**config.mk**
```make
export PLATFORM = sky130hd
export DESIGN_NAME = div_sched
export DESIGN_NICKNAME = d
export VERILOG_FILES = /design/src/rtl/div_sched.sv
export SDC_FILE = /design/constraint.sdc
export NUM_CORES = 1
export LEC_CHECK = 0
export CAP_MARGIN = 30
export CORE_AREA = 3 3 240 242
export CTS_BUF_LIST = sky130_fd_sc_hd__clkbuf_16
export DETAILED_ROUTE_END_ITERATION = 12
export DIE_AREA = 0 0 243 245
export GPL_TIMING_DRIVEN = 1
export MAX_ROUTING_LAYER = met4
export PLACE_DENSITY_LB_ADDON = 0.15
export SLEW_MARGIN = 20
export SYNTH_ARGS = -nofsm -noshare
export SYNTH_HDL_FRONTEND = slang
export SYNTH_SLANG_ARGS = --single-unit
```
**constraint.sdc**
```tcl
create_clock -name clk -period 2.15 [get_ports clk]
set_input_delay 0.3225 -clock clk [delete_from_list [all_inputs] [get_ports clk]]
set_output_delay 0.3225 -clock clk [all_outputs]
set_load 0.005 [all_outputs]
```
**src/rtl/div_sched.sv**
```systemverilog
// div_sched: round-robin scheduler that shares one signed 64/32 divider between NREQ
// requesters and returns each result on a single valid/ready response channel.
// Optional feature macro: DIV_ZERO_BYPASS_EN. When defined, a zero-divisor request is
// answered directly (err=1, quo=all ones, rem=low dividend word) without touching the divider.
module div_sched #(
  parameter int unsigned NREQ    = 4,
  parameter int unsigned ID_W    = 2,
  parameter int unsigned DIV_LAT = 1
) (
  input  logic               clk,
  input  logic               rst_n,
  input  logic [NREQ-1:0]    req_valid,
  output logic [NREQ-1:0]    req_ready,
  input  logic [NREQ*64-1:0] req_dnd,
  input  logic [NREQ*32-1:0] req_der,
  output logic [63:0]        div_dnd,
  output logic [31:0]        div_der,
  input  logic [31:0]        div_quo,
  input  logic [31:0]        div_rem,
  input  logic               div_err,
  output logic               rsp_valid,
  input  logic               rsp_ready,
  output logic [ID_W-1:0]    rsp_id,
  output logic [31:0]        rsp_quo,
  output logic [31:0]        rsp_rem,
  output logic               rsp_err,
  output logic               busy
);

  localparam int unsigned CntW = 4;

  typedef enum logic [1:0] {
    StIdle,
    StWait,
    StResp
  } state_e;

  state_e          r_state;
  logic [ID_W-1:0] r_rr_ptr;
  logic [ID_W-1:0] r_gnt_id;
  logic [CntW-1:0] r_cnt;
  logic [63:0]     r_div_dnd;
  logic [31:0]     r_div_der;
  logic            r_rsp_valid;
  logic [ID_W-1:0] r_rsp_id;
  logic [31:0]     r_rsp_quo;
  logic [31:0]     r_rsp_rem;
  logic            r_rsp_err;

  logic            w_gnt_vld;
  logic [ID_W-1:0] w_gnt_id;
  logic [ID_W-1:0] w_rr_next;
  logic [63:0]     w_gnt_dnd;
  logic [31:0]     w_gnt_der;
  logic            w_grant;
  logic            w_bypass;

  // Round-robin search: first valid requester starting at the rotating pointer.
  always_comb begin
    int unsigned v_idx;
    w_gnt_vld = 1'b0;
    w_gnt_id  = '0;
    v_idx     = 0;
    for (int unsigned i = 0; i < NREQ; i++) begin
      v_idx = (32'(r_rr_ptr) + i) % NREQ;
      if (!w_gnt_vld && req_valid[v_idx]) begin
        w_gnt_vld = 1'b1;
        w_gnt_id  = ID_W'(v_idx);
      end
    end
  end

  assign w_gnt_dnd = req_dnd[64*w_gnt_id +: 64];
  assign w_gnt_der = req_der[32*w_gnt_id +: 32];
  assign w_rr_next = (32'(w_gnt_id) == NREQ - 1) ? '0 : w_gnt_id + 1'b1;
  assign w_grant   = (r_state == StIdle) && w_gnt_vld;

`ifdef DIV_ZERO_BYPASS_EN
  assign w_bypass = (w_gnt_der == '0);
`else
  assign w_bypass = 1'b0;
`endif

  // Grant strobe: one-hot to the winner, only in IDLE; forced low while reset is asserted.
  always_comb begin
    req_ready = '0;
    if (w_grant && rst_n) begin
      req_ready[w_gnt_id] = 1'b1;
    end
  end

  // Scheduler FSM with all divider and response outputs registered.
  always_ff @(posedge clk or negedge rst_n) begin
    if (!rst_n) begin
      r_state     <= StIdle;
      r_rr_ptr    <= '0;
      r_gnt_id    <= '0;
      r_cnt       <= '0;
      r_div_dnd   <= '0;
      r_div_der   <= '0;
      r_rsp_valid <= 1'b0;
      r_rsp_id    <= '0;
      r_rsp_quo   <= '0;
      r_rsp_rem   <= '0;
      r_rsp_err   <= 1'b0;
    end else begin
      unique case (r_state)
        StIdle: begin
          if (w_gnt_vld) begin
            r_rr_ptr <= w_rr_next;
            r_gnt_id <= w_gnt_id;
            if (w_bypass) begin
              // Zero divisor answered locally; divider operands keep their old value.
              r_rsp_quo   <= '1;
              r_rsp_rem   <= w_gnt_dnd[31:0];
              r_rsp_err   <= 1'b1;
              r_rsp_id    <= w_gnt_id;
              r_rsp_valid <= 1'b1;
              r_state     <= StResp;
            end else begin
              r_div_dnd <= w_gnt_dnd;
              r_div_der <= w_gnt_der;
              r_cnt     <= CntW'(DIV_LAT);
              r_state   <= StWait;
            end
          end
        end
        StWait: begin
          if (r_cnt != '0) begin
            r_cnt <= r_cnt - 1'b1;
          end else begin
            r_rsp_quo   <= div_quo;
            r_rsp_rem   <= div_rem;
            r_rsp_err   <= div_err;
            r_rsp_id    <= r_gnt_id;
            r_rsp_valid <= 1'b1;
            r_state     <= StResp;
          end
        end
        StResp: begin
          if (rsp_ready) begin
            r_rsp_valid <= 1'b0;
            r_state     <= StIdle;
          end
        end
        default: r_state <= StIdle;
      endcase
    end
  end

  assign div_dnd   = r_div_dnd;
  assign div_der   = r_div_der;
  assign rsp_valid = r_rsp_valid;
  assign rsp_id    = r_rsp_id;
  assign rsp_quo   = r_rsp_quo;
  assign rsp_rem   = r_rsp_rem;
  assign rsp_err   = r_rsp_err;
  assign busy      = (r_state != StIdle);

endmodule

```
Word level (Yosys, flattened, before mapping)

Index checks and enable logic that the tools add are counted.

Bits in registers: 174
Memory bits (writable): 0
ROM bits: 0
Input bits: 456
Latch bits: 0
Memories kept: 0
Output and inout bits: 169

Multiply operators: 0
Reductions and logical operators: 19
Bitwise gates (word level): 1
Order comparisons: 6
Divide/modulo/power cells: 0
Shift operators: 2
Equality and inequality tests: 7
Multiplexer cells: 30
Add/subtract/negate cells: 5

Operators by type and width:

| cell                  | number |
|---|---|
| $shiftx A256 B9 Y64   | 1 |
| $shiftx A128 B8 Y32   | 1 |
| $mux W2               | 8 |
| $lt A2 B3 Y1 const B  | 5 |
| $mux W4               | 3 |
| $mux W1               | 11 |
| $reduce_and A3 Y1     | 3 |
| $bmux W1 S2           | 4 |
| $ne A2 B2 Y1 const B  | 4 |
| $pmux W4 S2           | 1 |
| $logic_and A1 B1 Y1   | 6 |
| $pmux W2 S3           | 1 |
| $reduce_bool A2 Y1    | 3 |
| $add A2 B1 Y2 const B | 2 |
| $add A2 B2 Y2 const B | 2 |
| $eq A2 B2 Y1 const B  | 2 |
| $reduce_and A2 Y1     | 2 |
| $reduce_bool A4 Y1    | 1 |
| $sub A4 B1 Y4 const B | 1 |
| $logic_not A1 Y1      | 3 |
| $demux W1 S2          | 1 |
| $eq A2 B1 Y1 const B  | 1 |
| $ge A2 B1 Y1 const B  | 1 |
| $logic_not A2 Y1      | 1 |
| 2 further kinds       | 2 |

Depth between registers and ports, before layout

Depth in word-level cells: 17
Depth in mapped cells: 10
Gate-level depth less buffers: 7

Least setup slack after synthesis

OpenSTA, ideal clock, no wires.

Path type: register to output
Start: register r_rr_ptr[1]
End: output req_ready[2]
Data required time: 1.827 ns
Data arrival time: 1.829 ns
Path buffers: 4
Cell stages (with the launch flop): 11
Path slack: -0.002 ns
Path through: dfrtp_1 > buf_4 > nand2b_1 > and3_1 > a211oi_2 > buf_4 > buf_8 > buf_8 > inv_2 > ha_1 > and3_1

Longest elaborated chain between the ends: 17

Ends and longest elaborated chain:

| what                                                                  | RTL line | source |
|---|---|---|
| start: declaration                                                    | 39       | `logic [ID_W-1:0] r_rr_ptr;` |
| start signal: assignment                                              | 110      | `r_rr_ptr <= w_rr_next;` |
| parallel branches: the longest is 16 deep, another holds $lt A2 B3 Y1 | -        |  |
| $mux W4 *                                                             | 87       | `if (w_grant && rst_n) begin` |
| end: declaration                                                      | 13       | `output logic [NREQ-1:0] req_ready,` |

Mark *: on every way between the ends. The select of a mux whose other input is x is not followed.

Worst setup path in the final report

Ends and elaborated chain as after synthesis.

==> out/summary.txt <==
Die width: 243 um
Routed Wire Length: 51260 um
Grt total ovfl: 0
Vias in the first global route: 9931
Vias: 9174
Hold WS: 0.2502 ns
RR Endpoint: div_der[16]
Crit Path Max Fanout: 7
FF-to-FF path depth: 10
Critical path class: flop to output port
Num CTS Buffers: 17
Min Tclk post-route: 2.393 ns
Violated checks: setup timing
Largest net degree at the start of global routing: 124
Skew-Pair Late Insertion Delay: 0.48 ns
Area of the mapped netlist: 8752 sq um
Final Hold Fails: 0
Design Area, Final: 17910 sq um
Power per cell area: 1314 nW/um^2
Die footprint: 59540 sq um
Dpl cell area: 16200 sq um
Yosys reg bits: 174
Slew @ Worst Pin: 0.7928 ns
DR WL/cell: 23.38 um
Max Slew Vio Count: 0
First-pass GRT wire length: 69260 um
Syn Nets: 1224
RSZ-0062 raised after global routing: yes
DPL Wire Length: 37280 um
Floorplan core area: 55310 sq um
Vias per cell: 4.183
RR Startpoint: r_rr_ptr[1]
Worst Skew: 0.01209 ns
Synth async-reset ratio: 1.000
Status: complete, but fails checks
Final period util: 1.113
Final setup viols: 30
TritonCTS clock tree: done
Root Buffer: clkbuf_16
Initial Util: 0.1582
Leakage Power: 7.014 nW
Number of max-cap violations: 0
Worst setup SP type: flop
PnR worst setup slack: -0.2428 ns
Sequential-to-total area share from yosys stat: 0.4975
Share of cells above drive strength 1: 0.1904
H-tree Lvls: 4
Initial antenna violation count: 10
Remaining DRCs: 0
Synth warnings: 0
Post-synthesis cell count: 765
Number of port buffers: 624
Worst VDD drop: 0.6090 mV
Max clock buf depth: 2
Ys flop type: dfrtp_1
Avg Cell Area, Syn: 11.44 sq um
# IOs: 625
Worst setup path startpoint: r_rr_ptr[1]
Nets: 1880
WP data required: 1.83 ns
Die height: 245 um
CTS clk-pin slew, worst paths: 0.08 ns
Commonest non-fill, non-tap cells in the layout: clkdlybuf4s50_1 (616), dfrtp_1 (173), nor2_1 (102), o22ai_1 (87), mux2i_1 (75)
TritonRoute pass-1 iters: 4
Commonest non-fill, non-tap cell in the layout: clkdlybuf4s50_1
Final GP Congestion: 0.8134
Worst Path Arrival: 2.07 ns
Clk sinks: 174
Max frequency: 0.4179 GHz
FILL cells: 5759
Internal reg-to-reg setup slack: -0.06 ns
Worst min path class: input pin to async pin
Distinct cell type count after synthesis: 39
P&R area growth vs syn: 104.7%
Max_slew headroom: 0.4715
DRT iter0 DRCs: 342
Row cnt: 86
CP endpoint kind: output port
Tot GR Track Use: 0.1652
EDFF count, synth: 0
Antenna Nets Post-Route: 0
-- metal layers --
metal / vias to the layer above / GRT usage / routed length [um]
met5: - / - / 0
met4: 0 / 0.05483 / 923
met3: 38 / 0.06434 / 4166
met2: 397 / 0.2830 / 26290
met1: 4452 / 0.1751 / 19880
li1: 4287 / - / -
-- power by group --
part / switching (W) / internal [W] / total [W]
clock: 0.00164 / 0.00178 / 0.00342
combinational: 0.00615 / 0.00807 / 0.0142
sequential: 0.000892 / 0.00501 / 0.00590
total: 0.00869 / 0.0149 / 0.0235
-- registers in the layout (all words and copies together), names as in the netlist --
register / cells
div_der: 32
div_dnd: 64
r_cnt: 4
r_gnt_id: 2
r_rr_ptr: 2
r_state: 2
rsp_err: 1
rsp_id: 2
rsp_quo: 32
rsp_rem: 32
rsp_valid: 1
-- area by class of cell --
| cell class | instances | area, sq um | area share |
|---|---|---|---|
| well taps | 748 | 935.9 | 0.05225 |
| inverters | 5 | 18.77 | 0.001048 |
| diodes | 11 | 27.53 | 0.001537 |
| clock inverters | 15 | 198.9 | 0.01111 |
| flip-flops and latches | 174 | 4355 | 0.2432 |
| clock buffers | 17 | 425.4 | 0.02375 |
| multi-input cells | 512 | 4463 | 0.2492 |
| repair buffers | 711 | 7487 | 0.4180 |
-- synthesized netlist by cell type, types with 2 or more instances --
master,instances,area share
buf_8,2,0.0034
inv_2,2,0.00086
nor4_1,2,0.0014
buf_1,9,0.0039
nor2_1,103,0.044
a21oi_1,3,0.0017
mux2i_1,96,0.11
inv_1,3,0.0013
clkbuf_1,29,0.012
dfrtp_1,174,0.50
buf_4,13,0.011
o21ai_0,3,0.0017
mux2_2,67,0.086
nor3b_1,3,0.0026
and3_1,6,0.0043
buf_2,20,0.011
nand2_1,14,0.0060
o22ai_2,6,0.0086
ha_1,3,0.0043
a221oi_2,9,0.015
o22ai_1,90,0.064
o21ai_1,3,0.0017
nand2b_1,3,0.0021
a221oi_1,87,0.087
-- logic make-up (layout without fill, tap and decap cells) --
group / Yosys count / after routing / synth area share
adders and majority gates: 3 / 3 / 0.004289
DFF: 174 / 174 / 0.4975
AOI/OAI and AO/OA: 206 / 206 / 0.1881
other: 0 / 11 / 0
buffers and inverters: 79 / 748 / 0.04575
muxes: 163 / 163 / 0.1960
and+or+nand+nor: 138 / 138 / 0.06633
xor gates and xnor gates: 2 / 2 / 0.002002
-- through the flow --
stage | worst slack, ns | setup TNS (ns) | cells | total power (W) | utilization
2_1_floorplan | 0.01167 | 0 | 765 | 0.01156 | -
3_3_place_gp | -0.6641 | -43.50 | 2118 | 0.01865 | 0.2929
3_5_place_dp | -0.6988 | -48.41 | 2118 | 0.01874 | 0.2929
4_1_cts | -0.2843 | -1.876 | 2162 | 0.02279 | 0.3091
5_1_grt | -0.3833 | -7.600 | 2191 | 0.02514 | 0.3238
6_report | -0.2428 | -1.520 | 2193 | 0.02354 | 0.3239
-- worst max-delay path, stage by stage, from the launching register on --
cell	delay (ns)
dfrtp_2	0.47
nand2b_4	0.16
and3_4	0.18
a211oi_4	0.23
inv_2	0.07
ha_2	0.19
and3_4	0.17
buf_6	0.12
-- worst max-delay path by stage --
stage                        end  slack [ns]  depth (start not counted)
floorplan           req_ready[2]        0.01                         10
global placement    req_ready[3]       -0.66                          7
detailed placement  req_ready[3]       -0.70                          7
CTS                 req_ready[2]       -0.28                          7
global route        req_ready[2]       -0.38                          8
finish              req_ready[2]       -0.24                          7
-- repair_timing --
action,4_1_cts,5_1_grt
buffers inserted,10,12
endpoints found under the setup margin,71,99
gates resized for setup,46,87
cloned,2,10
pin swaps,6,63
endpoints found under the hold margin,3,0
hold buffers,1,0
Power figures use the tool's default switching activity.
